==> src/rtl/pwm_multi_if.sv <==
// Host-side bundle for pwm_multi: settings, load strobe and the PWM/status outputs.
interface pwm_multi_if #(
    parameter int WIDTH    = 8,
    parameter int CHANNELS = 4,
    parameter int DIV_W    = 8
);
    logic                      enable;
    logic [DIV_W-1:0]          prescale;
    logic [WIDTH-1:0]          period_in;
    logic                      center_in;
    logic [CHANNELS*WIDTH-1:0] duty_in;
    logic                      duty_load;
    logic [CHANNELS-1:0]       ch_en;
    logic [CHANNELS-1:0]       pwm_out;
    logic                      period_start;
    logic                      load_pending;

    modport master (
        output enable, prescale, period_in, center_in, duty_in, duty_load, ch_en,
        input  pwm_out, period_start, load_pending
    );

    modport slave (
        input  enable, prescale, period_in, center_in, duty_in, duty_load, ch_en,
        output pwm_out, period_start, load_pending
    );
endinterface

==> src/rtl/pwm_multi.sv <==
// Multi-channel PWM generator: shared prescaled edge/centre counter, per-channel
// duty compare, double-buffered settings that switch over only at a period boundary.
module pwm_multi #(
    parameter int WIDTH    = 8,
    parameter int CHANNELS = 4,
    parameter int DIV_W    = 8
) (
    input  logic        clk,
    input  logic        rst_n,
    pwm_multi_if.slave  bus
);
    localparam logic [WIDTH-1:0] CNT_ONE = {{(WIDTH-1){1'b0}}, 1'b1};
    localparam logic [WIDTH-1:0] CNT_ZERO = {WIDTH{1'b0}};
    localparam logic [DIV_W-1:0] DIV_ONE = {{(DIV_W-1){1'b0}}, 1'b1};
    localparam logic [DIV_W-1:0] DIV_ZERO = {DIV_W{1'b0}};

    logic [DIV_W-1:0]          r_pcnt;
    logic [WIDTH-1:0]          r_cnt;
    logic                      r_down;
    logic [WIDTH-1:0]          r_per_sh;
    logic [WIDTH-1:0]          r_per_act;
    logic                      r_ctr_sh;
    logic                      r_ctr_act;
    logic [CHANNELS*WIDTH-1:0] r_duty_sh;
    logic [CHANNELS*WIDTH-1:0] r_duty_act;
    logic                      r_pend;
    logic                      r_new;
    logic [CHANNELS-1:0]       r_pwm;
    logic                      r_ps;

    logic                      w_tick;
    logic                      w_bound;
    logic [CHANNELS-1:0]       w_raw;

    // Prescaler tick and period-boundary detection; P = 1 centre has no down-count state.
    always_comb begin
        w_tick  = (r_pcnt == bus.prescale);
        w_bound = 1'b0;
        if (!w_tick) begin
            w_bound = 1'b0;
        end else if (r_per_act == CNT_ZERO) begin
            w_bound = 1'b1;
        end else if (r_ctr_act) begin
            w_bound = (r_cnt == CNT_ONE) && (r_down || (r_per_act == CNT_ONE));
        end else begin
            w_bound = (r_cnt == r_per_act);
        end
    end

    // Per-channel unsigned duty compare against the shared counter.
    always_comb begin
        w_raw = {CHANNELS{1'b0}};
        for (int i = 0; i < CHANNELS; i++) begin
            w_raw[i] = (r_duty_act[i*WIDTH +: WIDTH] > r_cnt);
        end
    end

    // Prescaler and period counter; pcnt above a lowered prescale wraps through all-ones.
    always_ff @(posedge clk or negedge rst_n) begin
        if (!rst_n) begin
            r_pcnt <= DIV_ZERO;
            r_cnt  <= CNT_ZERO;
            r_down <= 1'b0;
        end else if (!bus.enable) begin
            r_pcnt <= DIV_ZERO;
            r_cnt  <= CNT_ZERO;
            r_down <= 1'b0;
        end else if (w_tick) begin
            r_pcnt <= DIV_ZERO;
            if (w_bound) begin
                r_cnt  <= CNT_ZERO;
                r_down <= 1'b0;
            end else if (!r_ctr_act) begin
                r_cnt <= r_cnt + CNT_ONE;
            end else if (r_down) begin
                r_cnt <= r_cnt - CNT_ONE;
            end else if (r_cnt == r_per_act) begin
                r_cnt  <= r_cnt - CNT_ONE;
                r_down <= 1'b1;
            end else begin
                r_cnt <= r_cnt + CNT_ONE;
            end
        end else begin
            r_pcnt <= r_pcnt + DIV_ONE;
        end
    end

    // Shadow/active double buffer; a load coinciding with a boundary stays pending.
    always_ff @(posedge clk or negedge rst_n) begin
        if (!rst_n) begin
            r_per_sh   <= {WIDTH{1'b1}};
            r_per_act  <= {WIDTH{1'b1}};
            r_ctr_sh   <= 1'b0;
            r_ctr_act  <= 1'b0;
            r_duty_sh  <= {(CHANNELS*WIDTH){1'b0}};
            r_duty_act <= {(CHANNELS*WIDTH){1'b0}};
            r_pend     <= 1'b0;
        end else begin
            if (bus.duty_load) begin
                r_per_sh  <= bus.period_in;
                r_ctr_sh  <= bus.center_in;
                r_duty_sh <= bus.duty_in;
            end
            if (!bus.enable || w_bound) begin
                r_per_act  <= r_per_sh;
                r_ctr_act  <= r_ctr_sh;
                r_duty_act <= r_duty_sh;
            end
            if (bus.duty_load) begin
                r_pend <= 1'b1;
            end else if (!bus.enable || w_bound) begin
                r_pend <= 1'b0;
            end else begin
                r_pend <= r_pend;
            end
        end
    end

    // Registered outputs; r_new marks that the next output cycle opens a period.
    always_ff @(posedge clk or negedge rst_n) begin
        if (!rst_n) begin
            r_pwm <= {CHANNELS{1'b0}};
            r_ps  <= 1'b0;
            r_new <= 1'b1;
        end else if (!bus.enable) begin
            r_pwm <= {CHANNELS{1'b0}};
            r_ps  <= 1'b0;
            r_new <= 1'b1;
        end else begin
            r_pwm <= w_raw & bus.ch_en;
            r_ps  <= r_new;
            r_new <= w_bound;
        end
    end

    assign bus.pwm_out      = r_pwm;
    assign bus.period_start = r_ps;
    assign bus.load_pending = r_pend;
endmodule

==> src/flat_wrapper.sv <==
// flat-port wrapper written by rule: the top's interface ports become plain ports
module pwm_multi_flat 
#(
    parameter int WIDTH    = 8,
    parameter int CHANNELS = 4,
    parameter int DIV_W    = 8
)
  (clk, rst_n, bus_enable, bus_prescale, bus_period_in, bus_center_in, bus_duty_in, bus_duty_load, bus_ch_en, bus_pwm_out, bus_period_start, bus_load_pending);
  pwm_multi_if #(.WIDTH(WIDTH), .CHANNELS(CHANNELS), .DIV_W(DIV_W)) bus_i ();
  input  logic clk;
  input  logic rst_n;
  input wire logic [$bits(bus_i.enable)-1:0] bus_enable;
  input wire logic [$bits(bus_i.prescale)-1:0] bus_prescale;
  input wire logic [$bits(bus_i.period_in)-1:0] bus_period_in;
  input wire logic [$bits(bus_i.center_in)-1:0] bus_center_in;
  input wire logic [$bits(bus_i.duty_in)-1:0] bus_duty_in;
  input wire logic [$bits(bus_i.duty_load)-1:0] bus_duty_load;
  input wire logic [$bits(bus_i.ch_en)-1:0] bus_ch_en;
  output wire logic [$bits(bus_i.pwm_out)-1:0] bus_pwm_out;
  output wire logic [$bits(bus_i.period_start)-1:0] bus_period_start;
  output wire logic [$bits(bus_i.load_pending)-1:0] bus_load_pending;
  assign bus_i.enable = bus_enable;
  assign bus_i.prescale = bus_prescale;
  assign bus_i.period_in = bus_period_in;
  assign bus_i.center_in = bus_center_in;
  assign bus_i.duty_in = bus_duty_in;
  assign bus_i.duty_load = bus_duty_load;
  assign bus_i.ch_en = bus_ch_en;
  assign bus_pwm_out = bus_i.pwm_out;
  assign bus_period_start = bus_i.period_start;
  assign bus_load_pending = bus_i.load_pending;
  pwm_multi #(.WIDTH(WIDTH), .CHANNELS(CHANNELS), .DIV_W(DIV_W)) u_core (.clk(clk), .rst_n(rst_n), .bus(bus_i));
endmodule
==> config.mk <==
export PLATFORM = sky130hd
export DESIGN_NAME = pwm_multi_flat
export DESIGN_NICKNAME = d
export VERILOG_FILES = /design/src/rtl/pwm_multi_if.sv /design/src/rtl/pwm_multi.sv /design/src/flat_wrapper.sv
export SDC_FILE = /design/constraint.sdc
export NUM_CORES = 1
export LEC_CHECK = 0
export ABC_AREA = 1
export CAP_MARGIN = 20
export CELL_PAD_IN_SITES_DETAIL_PLACEMENT = 1
export CELL_PAD_IN_SITES_GLOBAL_PLACEMENT = 1
export CORE_MARGIN = 1
export CORE_UTILIZATION = 46
export CTS_CLUSTER_DIAMETER = 30
export DETAILED_ROUTE_END_ITERATION = 10
export PLACE_DENSITY_LB_ADDON = 0.1
export SLEW_MARGIN = 0
export SYNTH_ARGS = -nofsm -noshare
export SYNTH_HDL_FRONTEND = slang
export SYNTH_SLANG_ARGS = --single-unit
export TNS_END_PERCENT = 50
==> constraint.sdc <==
create_clock -name clk -period 5.4 [get_ports clk]
set_clock_uncertainty 0.15 [all_clocks]
set_input_delay 1.62 -clock clk [delete_from_list [all_inputs] [get_ports clk]]
set_output_delay 1.62 -clock clk [all_outputs]
set_load 0.02 [all_outputs]
==> results.json <==
{
  "synthMuxAreaShare_pct": 0,
  "synth_top_family_by_area": "simple AND/OR/NAND/NOR gates",
  "synthCells": 617,
  "p_per_area_nw_per_um2": 381.0,
  "synth-seq-cells": 106,
  "place_congestion": 0.8079,
  "hold_buffers": 0,
  "irDropWorstVdd_mv": 0.1504,
  "viasPerCell": 5.226,
  "synth_adder_area_share_pct": 8.507,
  "ys_top_cells_by_area": "dfrtp_1, nand2_1, ha_1",
  "syn_area_um2": 5295,
  "cts_resized": 0,
  "arrival_ns": 3.91,
  "p_leak_nw": 3.020,
  "timing.fmax_mhz": 261.6,
  "cp-end-kind": "flip-flop",
  "clk_pin_slew_ns": 0.07,
  "maxCapViolCount": 0,
  "crit_path_top_delay_cell": "nand2_4",
  "drtIter0Drc": 126,
  "yosys.area_share.xor_xnor_pct": 2.812,
  "critPathMaxStageDelay_ns": 0.55,
  "outcome": "finished clean",
  "grt_pass1_wl_mm": 21.27,
  "routed_wirelength_mm": 12.88,
  "avgSynthCellArea_um2": 8.582,
  "min_period_over_period_pct": 70.79,
  "grt_pass1_vias": 4476,
  "synthArstFlopShare_pct": 100.0,
  "pre_cts_ws_ns": 1.230,
  "grt_overflow_total": 0,
  "ios": 63,
  "rows": 38,
  "critPathLaunchType": "input port",
  "grt_use_total_pct": 23.41,
  "yosys.area.top_type_share_pct": 42.06,
  "crit_required_ns": 5.49,
  "start_util_pct": 48.00,
  "synth.distinct_cells": 30,
  "setup_violations": 0,
  "cts_setup_buffers": 0,
  "vias": 4249,
  "clock-sinks": 106,
  "cts.htree.levels": 3,
  "nFillCells": 1326,
  "port_buffers": 62,
  "drc_errors": 0,
  "cts_buffers": 9,
  "worst_slew_pin_slew_ns": 0.9779,
  "die_height_um": 109.3,
  "grt_setup_unrepaired": "false",
  "hold_violations": 0,
  "clk_latency_ns": 0.35,
  "nNetsFinal": 761,
  "slew_headroom_pct": 34.81,
  "yosysMostFrequentCell": "nand2_1",
  "fin_setup_tns_ns": 0,
  "syn_nets": 710,
  "cp_max_fo": 89,
  "area_growth_pct": 18.60,
  "synth-simple-area-share_pct": 18.31,
  "crit_top_cell": "nand2_1",
  "cts_tree": "built",
  "final.setup.worst_slack_ns": 1.577,
  "min_period_ns": 3.823,
  "synth_edf_count": 0,
  "clk_path_buf_depth": 2,
  "synth_warnings": 0,
  "grt_max_degree": 90,
  "detail_route.wl_per_cell_um": 15.84,
  "antenna_found_initial": 0,
  "dp_hpwl_mm": 8.840,
  "seq_area_frac_synth_pct": 50.50,
  "antenna_left": 0,
  "drive_gt1_share_pct": 6.984,
  "slew_violations": 0,
  "hp-class": "flip-flop to flip-flop",
  "worstPathCellList": "clkdlybuf4s50_1 -> xnor2_1 -> nand2_1 -> nor3_1 -> nand2_1 -> nand2_2 -> nand2_4 -> o21ai_0",
  "critical_path_class": "input port to flip-flop",
  "insertedDiodeCount": 0,
  "die_area_um2": 11940,
  "root_buffer": "clkbuf_16",
  "synth_compound_area_share_pct": 11.81,
  "ys.flop_type": "dfrtp_1",
  "first_pass_iters": 4,
  "core_um2": 11030,
  "die_x_um": 109.3,
  "cp_top_family": "simple AND/OR/NAND/NOR gates",
  "crit_buf_inv": 1,
  "yosysTopAreaCell": "dfrtp_1",
  "synth_common_cells": "nand2_1, dfrtp_1, o21ai_0, inv_1, nor2_1"
}
## where the power goes
part	switching, W	internal [W]	leakage, nW
logic	0.000396	0.000271	1.57
registers	0.000109	0.000936	1.30
clock network	0.000293	0.000387	0.146
total	0.000798	0.00159	3.02
## per-stage QoR
stage	std cells	area, um^2	util (%)	hold slack (ns)	power, W
final	813	6280	56.93	0.3288	0.002393
after detailed placement	797	5973	54.15	0.3189	0.001717
after CTS	813	6280	56.93	0.3283	0.002410
after global routing	813	6280	56.93	0.3440	0.002544
after floorplan	617	5295	-	0.2994	0.001480
after global placement	797	5973	54.15	0.3096	0.001653
## logic make-up after synthesis
family | Yosys count
AND/OR/NAND/NOR | 235
AO/OA/AOI/OAI | 119
flip-flops | 106
buffers and inverters | 104
adder cells (fa/ha/maj) | 36
XOR/XNOR | 17
## state kept, by name (all words and copies together) (netlist names)
register / flops
u_core.r_duty_act: 32
u_core.r_duty_sh: 32
u_core.r_cnt: 8
u_core.r_pcnt: 8
u_core.r_per_act: 8
u_core.r_per_sh: 8
u_core.bus.pwm_out: 4
u_core.bus.load_pending: 1
u_core.bus.period_start: 1
u_core.r_ctr_act: 1
u_core.r_ctr_sh: 1
u_core.r_down: 1
u_core.r_new: 1
## worst register-to-register path, stage by stage, from the launching register on
cell     delay (ns)
dfrtp_1        0.48
inv_1          0.22
ha_1           0.25
nand4_1        0.09
nor2_1         0.06
a21oi_1        0.22
o21ai_2        0.12
nand2_4        0.64
o21ai_0        0.27
## area by class of cell
class                   instances  area [um^2]  area share [%]
clock inverters                 3        46.29          0.7372
inverters                      80        301.5           4.802
well taps                     140        175.2           2.789
clock buffers                  13        260.3           4.144
repair buffers                 64        628.1           10.00
flip-flops and latches        106         2674           42.58
multi-input cells             407         2195           34.95
## cells in the final DEF (no fill, tap or decap), types with 2 or more instances in the layout
cell type | netlist | layout
nand3_1 | 24 | 24
o21ai_2 | 5 | 5
a31oi_1 | 4 | 4
nand4_1 | 9 | 9
nor2_1 | 37 | 37
ha_1 | 36 | 36
and3_1 | 2 | 2
dfrtp_1 | 89 | 89
nor3_1 | 5 | 5
o21ai_1 | 9 | 9
clkbuf_16 | 0 | 9
clkdlybuf4s50_1 | 0 | 60
clkbuf_1 | 11 | 2
a21oi_1 | 17 | 17
dfstp_2 | 17 | 17
buf_4 | 0 | 3
xor2_1 | 7 | 7
nand2_1 | 153 | 153
clkbuf_8 | 0 | 2
nand2_2 | 2 | 2
o21ai_0 | 81 | 81
xnor2_1 | 10 | 10
inv_1 | 78 | 78
## metal layers
metal  global-route usage [%]  vias up  wire length, um
li1                         -     2082                -
met3                    2.845       23              530
met2                    42.36       88             6618
met5                        0        -                0
met4                    9.333        0              249
met1                    28.23     2056             5482
## worst paths after layout
| kind | from | endpoint | slack (ns) | cells after the start |
|---|---|---|---|---|
| min in group asynchronous | rst_n | u_core.r_duty_sh[14]$_DFFE_PN0P_ | 1.27 | 1 |
| min reg2reg | u_core.r_new$_DFF_PN1_ | u_core.bus.period_start$_DFF_PN0_ | 0.33 | 2 |
| min | u_core.r_new$_DFF_PN1_ | u_core.bus.period_start$_DFF_PN0_ | 0.33 | 2 |
| max reg2reg | u_core.r_cnt[1]$_DFFE_PN0P_ | u_core.r_duty_act[25]$_DFFE_PN0P_ | 2.75 | 8 |
| max in group asynchronous | rst_n | u_core.r_per_sh[3]$_DFFE_PN1P_ | 2.84 | 2 |
| max | bus_prescale[2] | u_core.r_duty_act[25]$_DFFE_PN0P_ | 1.58 | 8 |
Note: power is estimated with default switching activity, not from simulation.
